[src/rtl/sad_window_accumulator.sv]
// sad_window_accumulator
// Sums |pix_a - pix_b| over WINDOW accepted pairs into a saturating 8-bit
// total, then holds the result (with spike and saturation flags) until the
// downstream side takes it. A one-deep difference register sits in front of
// the accumulator, so the last pair needs an extra DRAIN cycle to land.
module sad_window_accumulator #(
  parameter int WINDOW = 8
) (
  input  logic       clk,
  input  logic       rst_n,
  input  logic [7:0] pix_a,
  input  logic [7:0] pix_b,
  input  logic       in_valid,
  output logic       in_ready,
  input  logic [7:0] thresh,
  output logic [7:0] sad_out,
  output logic       out_valid,
  input  logic       out_ready,
  output logic       spike,
  output logic       sat_flag
);

  typedef enum logic [1:0] {ACCUM, DRAIN, HOLD} state_t;

  localparam logic [7:0] LAST_IDX = 8'(WINDOW - 1);

  state_t     state;
  state_t     state_nxt;
  logic [7:0] cnt;
  logic [7:0] d1;
  logic       v1;
  logic [7:0] acc;
  logic       sat_bit;
  logic       accept;
  logic       last_pair;
  logic       clip;
  logic [7:0] acc_sum;

  // Absolute difference taken from a 9-bit two's-complement subtraction.
  function automatic logic [7:0] abs_diff(input logic [7:0] a, input logic [7:0] b);
    logic signed [8:0] diff;
    logic signed [8:0] mag;
    diff = $signed({1'b0, a}) - $signed({1'b0, b});
    mag  = diff[8] ? -diff : diff;
    return mag[7:0];
  endfunction

  // Saturating 8-bit add; the MSB of the return value flags a clip.
  function automatic logic [8:0] sat_add(input logic [7:0] a, input logic [7:0] b);
    logic [8:0] sum;
    sum = {1'b0, a} + {1'b0, b};
    return sum[8] ? {1'b1, 8'hFF} : {1'b0, sum[7:0]};
  endfunction

  assign accept    = in_valid && in_ready;
  assign last_pair = accept && (cnt == LAST_IDX);
  assign {clip, acc_sum} = v1 ? sat_add(acc, d1) : {1'b0, acc};

  // State register.
  always_ff @(posedge clk or negedge rst_n) begin
    if (!rst_n) state <= ACCUM;
    else        state <= state_nxt;
  end

  // Next-state and handshake decode.
  always_comb begin
    state_nxt = state;
    in_ready  = 1'b0;
    case (state)
      ACCUM: begin
        in_ready = 1'b1;
        if (last_pair) state_nxt = DRAIN;
      end
      DRAIN:   state_nxt = HOLD;
      HOLD:    if (out_ready) state_nxt = ACCUM;
      default: state_nxt = ACCUM;
    endcase
  end

  // Difference stage, accumulator, and result registers.
  always_ff @(posedge clk or negedge rst_n) begin
    if (!rst_n) begin
      cnt       <= '0;
      d1        <= '0;
      v1        <= 1'b0;
      acc       <= '0;
      sat_bit   <= 1'b0;
      sad_out   <= '0;
      spike     <= 1'b0;
      sat_flag  <= 1'b0;
      out_valid <= 1'b0;
    end else begin
      v1      <= accept;
      acc     <= acc_sum;
      sat_bit <= sat_bit | clip;
      if (accept) begin
        d1  <= abs_diff(pix_a, pix_b);
        cnt <= cnt + 8'd1;
      end
      // The DRAIN edge folds in the final difference and publishes the result.
      if (state == DRAIN) begin
        sad_out   <= acc_sum;
        spike     <= (acc_sum >= thresh);
        sat_flag  <= sat_bit | clip;
        out_valid <= 1'b1;
      end
      // Handshake: start the next window from zero; result outputs keep their values.
      if (state == HOLD && out_ready) begin
        out_valid <= 1'b0;
        acc       <= '0;
        cnt       <= '0;
        sat_bit   <= 1'b0;
        v1        <= 1'b0;
      end
    end
  end

endmodule

[config.mk]
export PLATFORM = sky130hd
export DESIGN_NAME = sad_window_accumulator
export DESIGN_NICKNAME = d
export VERILOG_FILES = /design/src/rtl/sad_window_accumulator.sv
export SDC_FILE = /design/constraint.sdc
export NUM_CORES = 1
export LEC_CHECK = 0
export CORE_ASPECT_RATIO = 0.5
export CORE_MARGIN = 8
export CORE_UTILIZATION = 25
export CTS_CLUSTER_SIZE = 30
export DETAILED_ROUTE_END_ITERATION = 6
export PLACE_DENSITY = 0.47
export SYNTH_ARGS = -nofsm -noshare
export SYNTH_HDL_FRONTEND = slang
export SYNTH_SLANG_ARGS = --single-unit
[constraint.sdc]
create_clock -name clk -period 3.1 [get_ports clk]
set_input_delay 0.62 -clock clk [delete_from_list [all_inputs] [get_ports clk]]
set_output_delay 0.62 -clock clk [all_outputs]
set_load 0.05 [all_outputs]
==> out/results.md <==
| Metric | This run | Unit |
|---|---|---|
| Outcome | complete, no violations | - |
| Number of design rule violations left after detail routing | 0 | - |
| Critical Path End Type | flip-flop | - |
| Nets | 390 | - |
| Leakage power | 1.56 | nW |
| Share of the core filled with cells in the final layout | 0.350 | - |
| Critical path's largest stage delay | 390 | ps |
| Starting DRT DRC Count | 69 | - |
| Unrepaired setup endpoints after global routing | true | - |
| Antenna violations before repair | 0 | - |
| Htree depth | 2 | - |
| Worst Hold Slack | 460 | ps |
| Detailed-route wire length per cell | 12.1 | um |
| Number of hold violations in the final report | 0 | - |
| Maximum number of pins on one net before global-route repair | 40 | - |
| Post-synthesis cell type count | 35 | - |
| Total congestion overflow | 0 | - |
| Tmin final | 2960 | ps |
| Detailed-route via count | 2000 | - |
| Final Wtd Congestion | 0.748 | - |
| Post-synth net total | 330 | - |
| FFs w/ async S/R, synth | 1.00 | - |
| Post-synthesis sequential area ratio | 0.392 | - |
| First-pass GRT wire length | 9830 | um |
| Worst hold path type | in -> async | - |
| Number of synthesized register bits | 39 | - |
| Avg Vias per Cell | 4.26 | - |
| Clock power share | 0.145 | - |
| Area inside the core boundary | 0.00957 | mm^2 |
| Layout overhead on the synthesized area | 34.4 | % |
| Max-slew violation count | 0 | - |
| Slew HR | 0.413 | - |
| Number of buffers on the longest clock path | 2 | - |
| Fraction of layout instances using a drive strength above 1 | 0.140 | - |
| Antenna cell count | 0 | - |
| Internal power consumption | 1.99 | mW |
| Slew at the pin closest to its max-slew limit | 880 | ps |
| Arrival time worst endpoint | 3090 | ps |
| Combinational Power Share | 0.600 | - |
| Min setup slack post-route | 139 | ps |
| Vias in the first global route | 2103 | - |
| TritonCTS buffer count | 5 | - |
| Cell class contributing the biggest share of worst-path delay | compound AO/OA/AOI/OAI gates | - |
| Final clock period utilization by the worst path | 0.955 | - |
| Clock network latency to the later pin of the worst-skew pair | 280 | ps |
| Register Area | 976 | um^2 |
| Total negative setup slack | 0 | ps |
| Kind of start point of the critical path | flip-flop | - |
| Half-perimeter wire length after placement | 4370 | um |
| Multi-input combinational cell area | 0.00142 | mm^2 |
| Die height | 86.6 | um |
| Register share of total power | 0.255 | - |
| # clock sinks | 39 | - |
| Worst endpoint required time | 3230 | ps |
| I/O Pins | 40 | - |
| PnR Total Power | 3.43 | mW |
| Width of the die | 157 | um |
| Top achievable clock speed | 338 | MHz |
| Clock tree from TritonCTS | yes | - |
| Number of instances in the synthesized netlist | 274 | - |
| Number of synthesized flops with an enable pin | 0 | - |
| GRT Total Usage | 0.0894 | - |
| Clock-pin slew of the registers on the worst-case setup and hold paths | 60 | ps |
| Drt first pass iters | 4 | - |
| Main flop type after synthesis | dfrtp_1 | - |
| Peak supply drop | 0.269 | mV |
| Power per Cell Area | 1020 | mW/mm^2 |
| Row count | 25 | - |
| Remaining antenna violation count | 0 | - |
| Quantity of I/O buffers inserted on ports | 39 | - |
| Fraction of power spent switching nets | 0.421 | - |
| Worst-path maximum fanout | 5 | - |
| Path type of the worst setup path | reg -> reg | - |
| Max capacitance violation total | 0 | - |
| Mapped cell area | 0.00249 | mm^2 |
| Buf+Inv Stages, Crit Path | 3 | - |
| Crit-path cells | ha_2 -> fa_2 -> a21o_1 -> a21oi_2 -> o21ai_1 -> a31o_2 -> buf_4 -> inv_1 -> a31o_2 -> inv_1 -> ha_1 -> o21ai_0 -> a21oi_1 -> o41ai_2 -> o21ai_1 | - |
| Average footprint of a synthesized cell | 9.10 | um^2 |
| Syn. warnings | 0 | - |
| Number of setup violations in the final report | 0 | - |
| Sw Pwr | 1.44 | mW |
| Die area | 0.0136 | mm^2 |
| Wirelength, routed | 5690 | um |
| Initial Utilization | 0.260 | - |
| Standard cell with the maximum stage delay on the critical path | dfrtp_1 | - |
| Worst setup skew after layout | 4.95 | ps |
| Setup Slack @ Placement | -170 | ps |
| Root Buffer Master | clkbuf_16 | - |
| Fillcell total | 998 | - |
| Number of hold buffers added after CTS | 0 | - |
-- cells by family (layout without fill, tap and decap cells) --
| family | count (synthesis) | in the layout | synth area share |
|---|---|---|---|
| flops | 39 | 39 | 0.392 |
| simple gates | 83 | 83 | 0.149 |
| xor+xnor | 24 | 24 | 0.0843 |
| compound gates | 62 | 62 | 0.163 |
| fa+ha+maj | 28 | 28 | 0.147 |
| mux | 2 | 2 | 0.00853 |
| buf+inv | 36 | 97 | 0.0572 |
-- Yosys cell counts (5+ instances only) --
cell type / count / area, um^2
xnor2_1: 12 / 105
o22ai_1: 5 / 31.3
xor2_1: 12 / 105
inv_1: 30 / 113
dfrtp_1: 39 / 976
clkbuf_1: 5 / 18.8
ha_1: 26 / 325
o21ai_0: 22 / 110
nand3_1: 5 / 25.0
nand2_1: 28 / 105
a21oi_1: 11 / 55.1
nand2b_1: 10 / 62.6
nor2_1: 29 / 109
-- metrics by stage --
step	std cells	cell area [um^2]
5_1_grt	470	3350
2_1_floorplan	274	2500
3_5_place_dp	456	3130
6_report	470	3350
3_3_place_gp	456	3130
4_1_cts	467	3310
-- per-layer routing --
| metal | up-vias | track usage | part of all wire |
|---|---|---|---|
| met5 | - | 0 | 0 |
| met4 | 0 | 0.0334 | 0.012 |
| met3 | 4 | 0.0199 | 0.046 |
| met2 | 48 | 0.142 | 0.41 |
| met1 | 909 | 0.117 | 0.53 |
| li1 | 1039 | - | - |
-- sequential cells by signal, summed over array words and instances, names as in the netlist --
name,flops
acc,8
sad_out,8
v1,1
cnt,8
state,2
sat_bit,1
d1,8
spike,1
sat_flag,1
out_valid,1
-- power by group through the flow --
stage	sequential (mW)	combinational [mW]	clock, mW
global placement	0.874	1.91	0
detailed placement	0.878	1.95	0
global route	0.914	2.30	0.533
finish	0.876	2.06	0.496
CTS	0.878	2.02	0.510
floorplan	1.06	1.12	0
-- final timing paths --
path	start	end	slack, ps	cells after the start
worst max-delay path	acc[0]	spike	140	15
worst min-delay path	rst_n	d1[6]	460	1
worst max register to register	acc[0]	spike	140	15
worst min register to register	sad_out[2]	sad_out[2]	480	2
max in group asynchronous	rst_n	sad_out[1]	2090	1
min in group clk	sad_out[2]	sad_out[2]	480	2
-- final cells by class --
cell class,count,area share
tap,135,0.0504
sequential,39,0.291
timing repair buffer,59,0.160
inverter,30,0.0336
multi-input combinational,199,0.424
clock buffer,7,0.0396
clock inverter,1,0.00149
-- placed cells by master, fill, tap and decap left out, types with 2 or more instances in the layout --
cell and n:
dfrtp_1 39, clkdlybuf4s50_1 38, inv_1 30, nor2_1 29
nand2_1 28, ha_1 25, buf_4 20, o21ai_0 19
xor2_1 12, xnor2_1 12, nand2b_1 9, a21oi_1 9
o21ai_1 7, nand3_1 5, clkbuf_16 5, a21o_1 4
nor3_1 4, a31o_2 4, and3_1 4, a21oi_2 3
o22ai_2 3, o21bai_1 2, o22ai_1 2, clkbuf_1 2
-- what timing repair did --
action	4_1_cts	5_1_grt
buffers inserted	3	3
setup endpoints to repair	1	1
hold endpoints to repair	0	0
pin swaps	5	6
resized for setup	8	3
Power figures use the tool's default switching activity.
